$ cat src/rtl/recip_mul.sv
// Signed Q12.12 multiply of an operand by a reciprocal via a 24-step serial shift-add, with saturation.
// Result is valid 25 clocks after accept; the result is held in DONE until i_ready, and o_ready is low while busy.
module recip_mul (
    input  logic        clk,
    input  logic        rst_n,
    input  logic        i_valid,
    output logic        o_ready,
    input  logic [23:0] i_a,
    input  logic [23:0] i_b,
    input  logic        i_b_sat,
    output logic        o_valid,
    input  logic        i_ready,
    output logic [23:0] o_data,
    output logic        o_sat
);

    typedef enum logic [1:0] {S_IDLE, S_BUSY, S_DONE} state_t;

    state_t      r_state;
    state_t      w_next;
    logic [4:0]  r_cnt;
    logic [47:0] r_acc;
    logic [47:0] r_a_sh;
    logic [23:0] r_b_sh;
    logic        r_sign;
    logic        r_b_sat;
    logic [23:0] r_data;
    logic        r_sat;

    logic        w_accept;
    logic        w_last;
    logic [23:0] w_a_mag;
    logic [23:0] w_b_mag;
    logic [35:0] w_m;
    logic [23:0] w_res;
    logic        w_res_sat;

    assign w_accept = i_valid && (r_state == S_IDLE);
    // Count 24 marks the extra BUSY cycle that scales, clamps and registers the result.
    assign w_last   = (r_cnt == 5'd24);
    // Negating 0x800000 gives 0x800000, which is the correct unsigned magnitude.
    assign w_a_mag  = i_a[23] ? (~i_a + 24'd1) : i_a;
    assign w_b_mag  = i_b[23] ? (~i_b + 24'd1) : i_b;
    assign w_m      = r_acc[47:12];

    assign o_ready  = (r_state == S_IDLE);
    assign o_valid  = (r_state == S_DONE);
    assign o_data   = r_data;
    assign o_sat    = r_sat;

    always_ff @(posedge clk or negedge rst_n) begin
        if (!rst_n) begin
            r_state <= S_IDLE;
        end else begin
            r_state <= w_next;
        end
    end

    always_comb begin
        w_next = r_state;
        case (r_state)
            S_IDLE:  if (w_accept) w_next = S_BUSY;
            S_BUSY:  if (w_last)   w_next = S_DONE;
            S_DONE:  if (i_ready)  w_next = S_IDLE;
            default: w_next = S_IDLE;
        endcase
    end

    always_comb begin
        w_res     = 24'h000000;
        w_res_sat = 1'b0;
        if (w_m == 36'd0) begin
            w_res     = 24'h000000;
            w_res_sat = 1'b0;
        end else if (r_b_sat) begin
            w_res     = r_sign ? 24'h800000 : 24'h7FFFFF;
            w_res_sat = 1'b1;
        end else if (!r_sign && (w_m > 36'h7FFFFF)) begin
            w_res     = 24'h7FFFFF;
            w_res_sat = 1'b1;
        end else if (r_sign && (w_m > 36'h800000)) begin
            w_res     = 24'h800000;
            w_res_sat = 1'b1;
        end else begin
            w_res     = r_sign ? (~w_m[23:0] + 24'd1) : w_m[23:0];
        end
    end

    always_ff @(posedge clk or negedge rst_n) begin
        if (!rst_n) begin
            r_cnt   <= 5'd0;
            r_acc   <= 48'd0;
            r_a_sh  <= 48'd0;
            r_b_sh  <= 24'd0;
            r_sign  <= 1'b0;
            r_b_sat <= 1'b0;
            r_data  <= 24'h000000;
            r_sat   <= 1'b0;
        end else begin
            case (r_state)
                S_IDLE: begin
                    if (w_accept) begin
                        r_a_sh  <= {24'd0, w_a_mag};
                        r_b_sh  <= w_b_mag;
                        r_sign  <= i_a[23] ^ i_b[23];
                        r_b_sat <= i_b_sat;
                        r_acc   <= 48'd0;
                        r_cnt   <= 5'd0;
                    end
                end
                S_BUSY: begin
                    if (!w_last) begin
                        if (r_b_sh[0]) r_acc <= r_acc + r_a_sh;
                        r_a_sh <= r_a_sh << 1;
                        r_b_sh <= r_b_sh >> 1;
                        r_cnt  <= r_cnt + 5'd1;
                    end else begin
                        r_data <= w_res;
                        r_sat  <= w_res_sat;
                    end
                end
                default: ;
            endcase
        end
    end

endmodule

$ cat config.mk
export PLATFORM = sky130hd
export DESIGN_NAME = recip_mul
export DESIGN_NICKNAME = d
export VERILOG_FILES = /design/src/rtl/recip_mul.sv
export SDC_FILE = /design/constraint.sdc
export NUM_CORES = 1
export LEC_CHECK = 0
export CAP_MARGIN = 20
export CORE_UTILIZATION = 54
export CTS_CLUSTER_DIAMETER = 50
export DETAILED_ROUTE_END_ITERATION = 16
export MAX_ROUTING_LAYER = met4
export PLACE_DENSITY = 0.87
export SETUP_SLACK_MARGIN = 0.5
export SYNTH_ARGS = -nofsm -noshare
export SYNTH_HDL_FRONTEND = slang
export SYNTH_SLANG_ARGS = --single-unit
$ cat constraint.sdc
create_clock -name clk -period 2.7 [get_ports clk]
set_input_delay 0.54 -clock clk [delete_from_list [all_inputs] [get_ports clk]]
set_output_delay 0.54 -clock clk [all_outputs]
set_load 0.1 [all_outputs]
After elaboration in Yosys (flattened, before gate mapping)
Index checks and enable logic that the tools add are counted.
Widths: inputs -> output; s select.

cells by class
  bitwise operators = 4
  order comparisons = 2
  $add $sub $neg = 5
  equality and inequality tests = 8
  reduce and logical (&&, ||, !) cells = 12
  muxes and demuxes = 29

operators by type and width
  kind                   number
  $mux 24                10
  $mux 48                5
  $pmux 48 s2            2
  $add 24x1->24 const B  3
  $not 24->24            3
  $add 48x48->48         1
  $pmux 24 s2            1
  $gt 36x23->1 const B   1
  $gt 36x24->1 const B   1
  $logic_not 36->1       1
  $mux 5                 2
  $pmux 5 s2             1
  $mux 2                 3
  $ne 2x2->1 const B     3
  $pmux 2 s3             1
  $reduce_and 3->1       2
  $add 5x1->5 const B    1
  $eq 5x5->1 const B     1
  $mux 1                 4
  $ne 2x1->1 const B     2
  $reduce_and 2->1       2
  $reduce_and 4->1       1
  $logic_and 1x1->1      3
  $eq 2x1->1 const B     1
  other kinds (5)        5

word-level totals
  bits of input ports = 53
  logic and storage cells = 69
  output and inout bits = 27
  register bits after elaboration = 154

Logic depth before layout (Yosys ltp)
  word-level depth = 7
  depth in mapped cells = 12
  gate-level depth less buffers = 11

Worst setup path after synthesis
No wires, ideal clock.

  kind = register to register
  start = register r_state[0]
  end = register r_a_sh[20]
  buffers on the path = 3
  clock period less this slack = 3.128 ns
  arrival = 3.046 ns
  slack = -0.428 ns
  data required time = 2.618 ns
  setup time = 0.082 ns
  stages on the path, launching flop included = 10
  cell sequence = dfrtp_1 nor2_1 and2_1 clkbuf_1 nor2_1 clkbuf_1 inv_1 buf_1 nor2_1 a31oi_1

on the way
  word-level cells in the longest chain between the ends = 4
  elaborated cells on any way between the ends = 8
  classes of those cells = eq/ne (3); mux (1); reduce/logical (4)

RTL lines
  item                        RTL line  RTL
  start, declared             19        state_t r_state;
  start signal, assigned      55        r_state <= w_next;
  $logic_not 2->1 (*)         n/a
  named net o_ready           7         output logic o_ready,
  $logic_and 1x1->1           38        assign w_accept = i_valid && (r_state == S_IDLE);
  $ne 2x1->1 (no line)        n/a
  $reduce_and 3->1 (no line)  n/a
  end signal, assigned        103       r_a_sh <= {24'd0, w_a_mag};
  end signal, assigned        114       r_a_sh <= r_a_sh << 1;
  end, declared               23        logic [47:0] r_a_sh;

Mark *: on every way through the listed nets, which the timed path passes. The rest lies on a longest branch.
A chain may end at the register's enable or synchronous reset.

Worst setup path in the final report
  start = register r_acc[12]
  end = register r_data[11], in the netlist o_data[11]

on the way
  word-level cells in the longest chain between the ends = 7
  elaborated cells on any way between the ends = 12
  classes of those cells = add/sub (1); order compare (2); mux (5); bitwise (1); reduce/logical (3)

RTL lines
  item                    RTL line  RTL
  start, declared         22        logic [47:0] r_acc;
  start signal, assigned  113       if (r_b_sh[0]) r_acc <= r_acc + r_a_sh;
  $not 24->24             85        w_res = r_sign ? (~w_m[23:0] + 24'd1) : w_m[23:0];
  $add 24x1->24           85
  $mux 24                 85
  $mux 24                 81        end else if (r_sign && (w_m > 36'h800000)) begin
  $mux 24                 78        end else if (!r_sign && (w_m > 36'h7FFFFF)) begin
  $mux 24                 75        end else if (r_b_sat) begin
  $mux 24 (*)             72        if (w_m == 36'd0) begin
  end signal, assigned    118       r_data <= w_res;
  end, declared           27        logic [23:0] r_data;

Mark *: on every way between the ends. The rest lies on a longest branch, timed or not.

==> results.toml <==
[run_status]
status = "complete, but fails checks"
violations = "setup timing"

[clock_tree]
clock_sinks = 154
cts-hold-fix-buffers = 0
path_clk_slew_ns = 0.06
cts_buffers = 17
insertion_delay_ns = 0.44
htreeDepth = 4
cts_root_buf = "clkbuf_16"
cts_buffer_depth = 2
tritoncts = "yes"

[sta]
fin_crit_sh_pct = 118
setup_viol = 42
fin_ws_ns = -0.490
grt_setup_unrepaired = "true"
maxSlewHeadroom_pct = 51.7
min_period_ns = 3.19
fmax_ghz = 0.313
worst_pin_slew_ns = 0.725
slew_viol_final = 0
skew_ns = 0.0115
hold_viol_final = 0

[worst_setup_path]
crit_path_max_fanout = 5
critPathCaptureType = "flop"
crit_required_ns = 2.99
rr_worst_depth = 12
worstPathArrival_ns = 3.48
start_kind = "flop"
critPathKind = "flop to flop"

[logic_synthesis]
netlist_instances = 1310
synth_seq_cells = 154
yosys.area.top_type = "dfrtp_1"
synth-edff-count = 0
synthTopCellsByArea = "dfrtp_1 (37%), o21ai_0 (7.2%), nand2_1 (7.1%), ha_1 (6.2%), a21oi_1 (5.3%)"
async_reset_ff_share_pct = 100
syn_avg_cell_area_um2 = 8.04
synth_ff_type = "dfrtp_1"
ys_types = 66
synth_area_um2 = 10500
synth_fp_nets = 1416
yosys_warnings = 0
synth_top_area_share_pct = 36.6
synth.yosys.seq_area_share_pct = 36.6

[floorplan]
dieArea_um2 = 20100
rows = 50
coreArea_um2 = 18900
pin_count = 80
start_util_pct = 55.7
die_y_um = 142
chipWidth_um = 142

[power_and_ir_drop]
peakVddDrop_v = 0.000695
p_per_area_nw_per_um2 = 1400
finalPower_uw = 21300
leakage_uw = 0.00665

[cells_and_area]
nNetsFinal = 1627
area_growth_pct = 44.1
drive_gt1_share_pct = 31.7
final_util_pct = 80.3
diodes = 0

[route]
routed_wl_mm = 38.0
drt-initial-drc-count = 1342
dr.pass1.iters = 6
ant_nets = 0
drc_errors = 0
vias = 11700
viasPerCell = 6.55
post_drt_wl_per_cell_um = 21.2

[min_path]
hold_class = "input port to asynchronous set/reset pin"

[grt]
grt_max_degree = 83
overflow = 0
grt_pass1_vias = 10900
grt_usage_pct = 34.9
grt_pass1_wl_mm = 54.0
antenna_found_initial = 0

[placement]
dp_hpwl_mm = 20.7
port_buffers = 79
gp_congestion = 0.933

[job]
maxCapViolCount = 0
synth_stat cells, types with 4 or more instances:
cell and count:
o211ai_1 7, o31ai_1 28, and2_1 5, a31oi_1 13
xor2_1 63, o21bai_1 11, a21oi_1 111, or3_1 10
o41ai_1 9, and3_1 10, inv_1 18, nand3_1 85
or4_1 11, nand4_1 16, clkbuf_1 73, nor3b_1 8
o21a_1 4, nor2b_1 7, nor4_1 8, buf_1 10
nand2b_1 9, nor3_1 14, nor2_1 87, o21ai_0 151
dfrtp_1 154, a21o_1 37, a211oi_1 11, nand2_1 198
ha_1 52, o21ai_1 12, xnor2_1 27
timing repair:
item / 4_1_cts / 5_1_grt
pin swaps: 92 / 64
endpoints found under the setup margin: 87 / 86
cloned: 2 / 0
resized for setup: 230 / 129
setup buffers: 44 / 20
power by group:
group / switching (µW) / leakage (µW) / total (µW) / internal [µW]
Combinational: 8500 / 0.00439 / 14300 / 5760
Clock: 1030 / 0.000300 / 2580 / 1550
Sequential: 1090 / 0.00196 / 4440 / 3350
Total: 10600 / 0.00665 / 21300 / 10700
worst paths after layout:
kind	from	endpoint	slack (ns)
worst max-delay path	r_acc[12]$_DFFE_PN0P_	o_data[11]$_DFFE_PN0P_	-0.49
min in group clk	o_sat$_DFFE_PN0P_	o_sat$_DFFE_PN0P_	0.49
worst max register to register	r_acc[12]$_DFFE_PN0P_	o_data[11]$_DFFE_PN0P_	-0.49
worst min-delay path	rst_n	o_data[5]$_DFFE_PN0P_	0.12
worst min register to register	o_sat$_DFFE_PN0P_	o_sat$_DFFE_PN0P_	0.49
max in group asynchronous	rst_n	o_data[19]$_DFFE_PN0P_	1.89
area by class of cell:
cell class	instances	area (µm²)
Clock inverter	14	198
Tap cell	260	325
Clock buffer	17	425
Multi-Input combinational cell	1055	7910
Sequential cell	154	3860
Inverter	18	67.6
Fill cell	1022	3720
Timing Repair Buffer	275	2380
critical path, cell delays in order (launching register included):
cell,delay (ns)
dfrtp_1,0.41
inv_2,0.10
ha_4,0.13
or3b_4,0.37
or4_4,0.44
and4bb_1,0.31
nand2_2,0.09
a21oi_4,0.18
buf_6,0.18
nand2_8,0.10
o31ai_4,0.31
a21oi_2,0.07
o21ai_1,0.34
metrics by stage:
step	std cells	setup TNS, ns	instance area, µm²	hold slack, ns	setup slack [ns]
5_1_grt	1793	-9.54	15200	0.178	-0.627
4_1_cts	1773	-1.39	14400	0.150	-0.102
2_1_floorplan	1310	-0.401	10900	0.244	-0.0469
6_report	1793	-6.50	15200	0.124	-0.490
3_3_place_gp	1696	-5.32	12600	0.460	-0.512
3_5_place_dp	1696	-8.06	12600	0.465	-0.573
cell usage in the layout, fill, tap and decap left out, types with 8 or more instances in the layout:
master           count
or4_4               10
a21oi_2             23
nand2_2             10
or3_1                8
a211oi_1             8
ha_4                20
o31ai_1              8
buf_4              181
nand3_1             77
nor2_1              78
xnor2_2             10
clkdlybuf4s50_1     34
xnor2_1             16
and3_1              10
nand4_1             16
o21ai_0             69
a31oi_1              8
nand2_1            187
o21ai_4              8
o21ai_2             13
dfrtp_1            147
ha_1                25
o21ai_1             73
o31ai_4             14
clkbuf_16           17
a21oi_1             83
inv_1               16
buf_6               42
o21bai_1             8
a21o_1              36
xor2_1              63
routing by layer:
metal | vias to the layer above | routed length [µm] | track usage (%)
met5 | - | 0 | -
met4 | 0 | 2200 | 15.9
met3 | 217 | 3120 | 6.07
met2 | 768 | 18600 | 59.0
met1 | 5616 | 14100 | 40.7
li1 | 5144 | - | -
state kept, by name (all words and copies together) (netlist names):
signal / cells
r_a_sh: 48
r_cnt: 5
r_sign: 1
r_acc: 48
r_b_sat: 1
o_data: 24
o_sat: 1
r_state: 2
r_b_sh: 24
cells by family after synthesis:
| logic type | synth area share (%) |
|---|---|
| AND/OR/NAND/NOR | 21.9 |
| AO/OA/AOI/OAI | 23.7 |
| flip-flops | 36.6 |
| buffers and inverters | 3.78 |
| XOR/XNOR | 7.49 |
| adder cells (fa/ha/maj) | 6.37 |
| multiplexers | 0.190 |
Power figures use the tool's default switching activity.
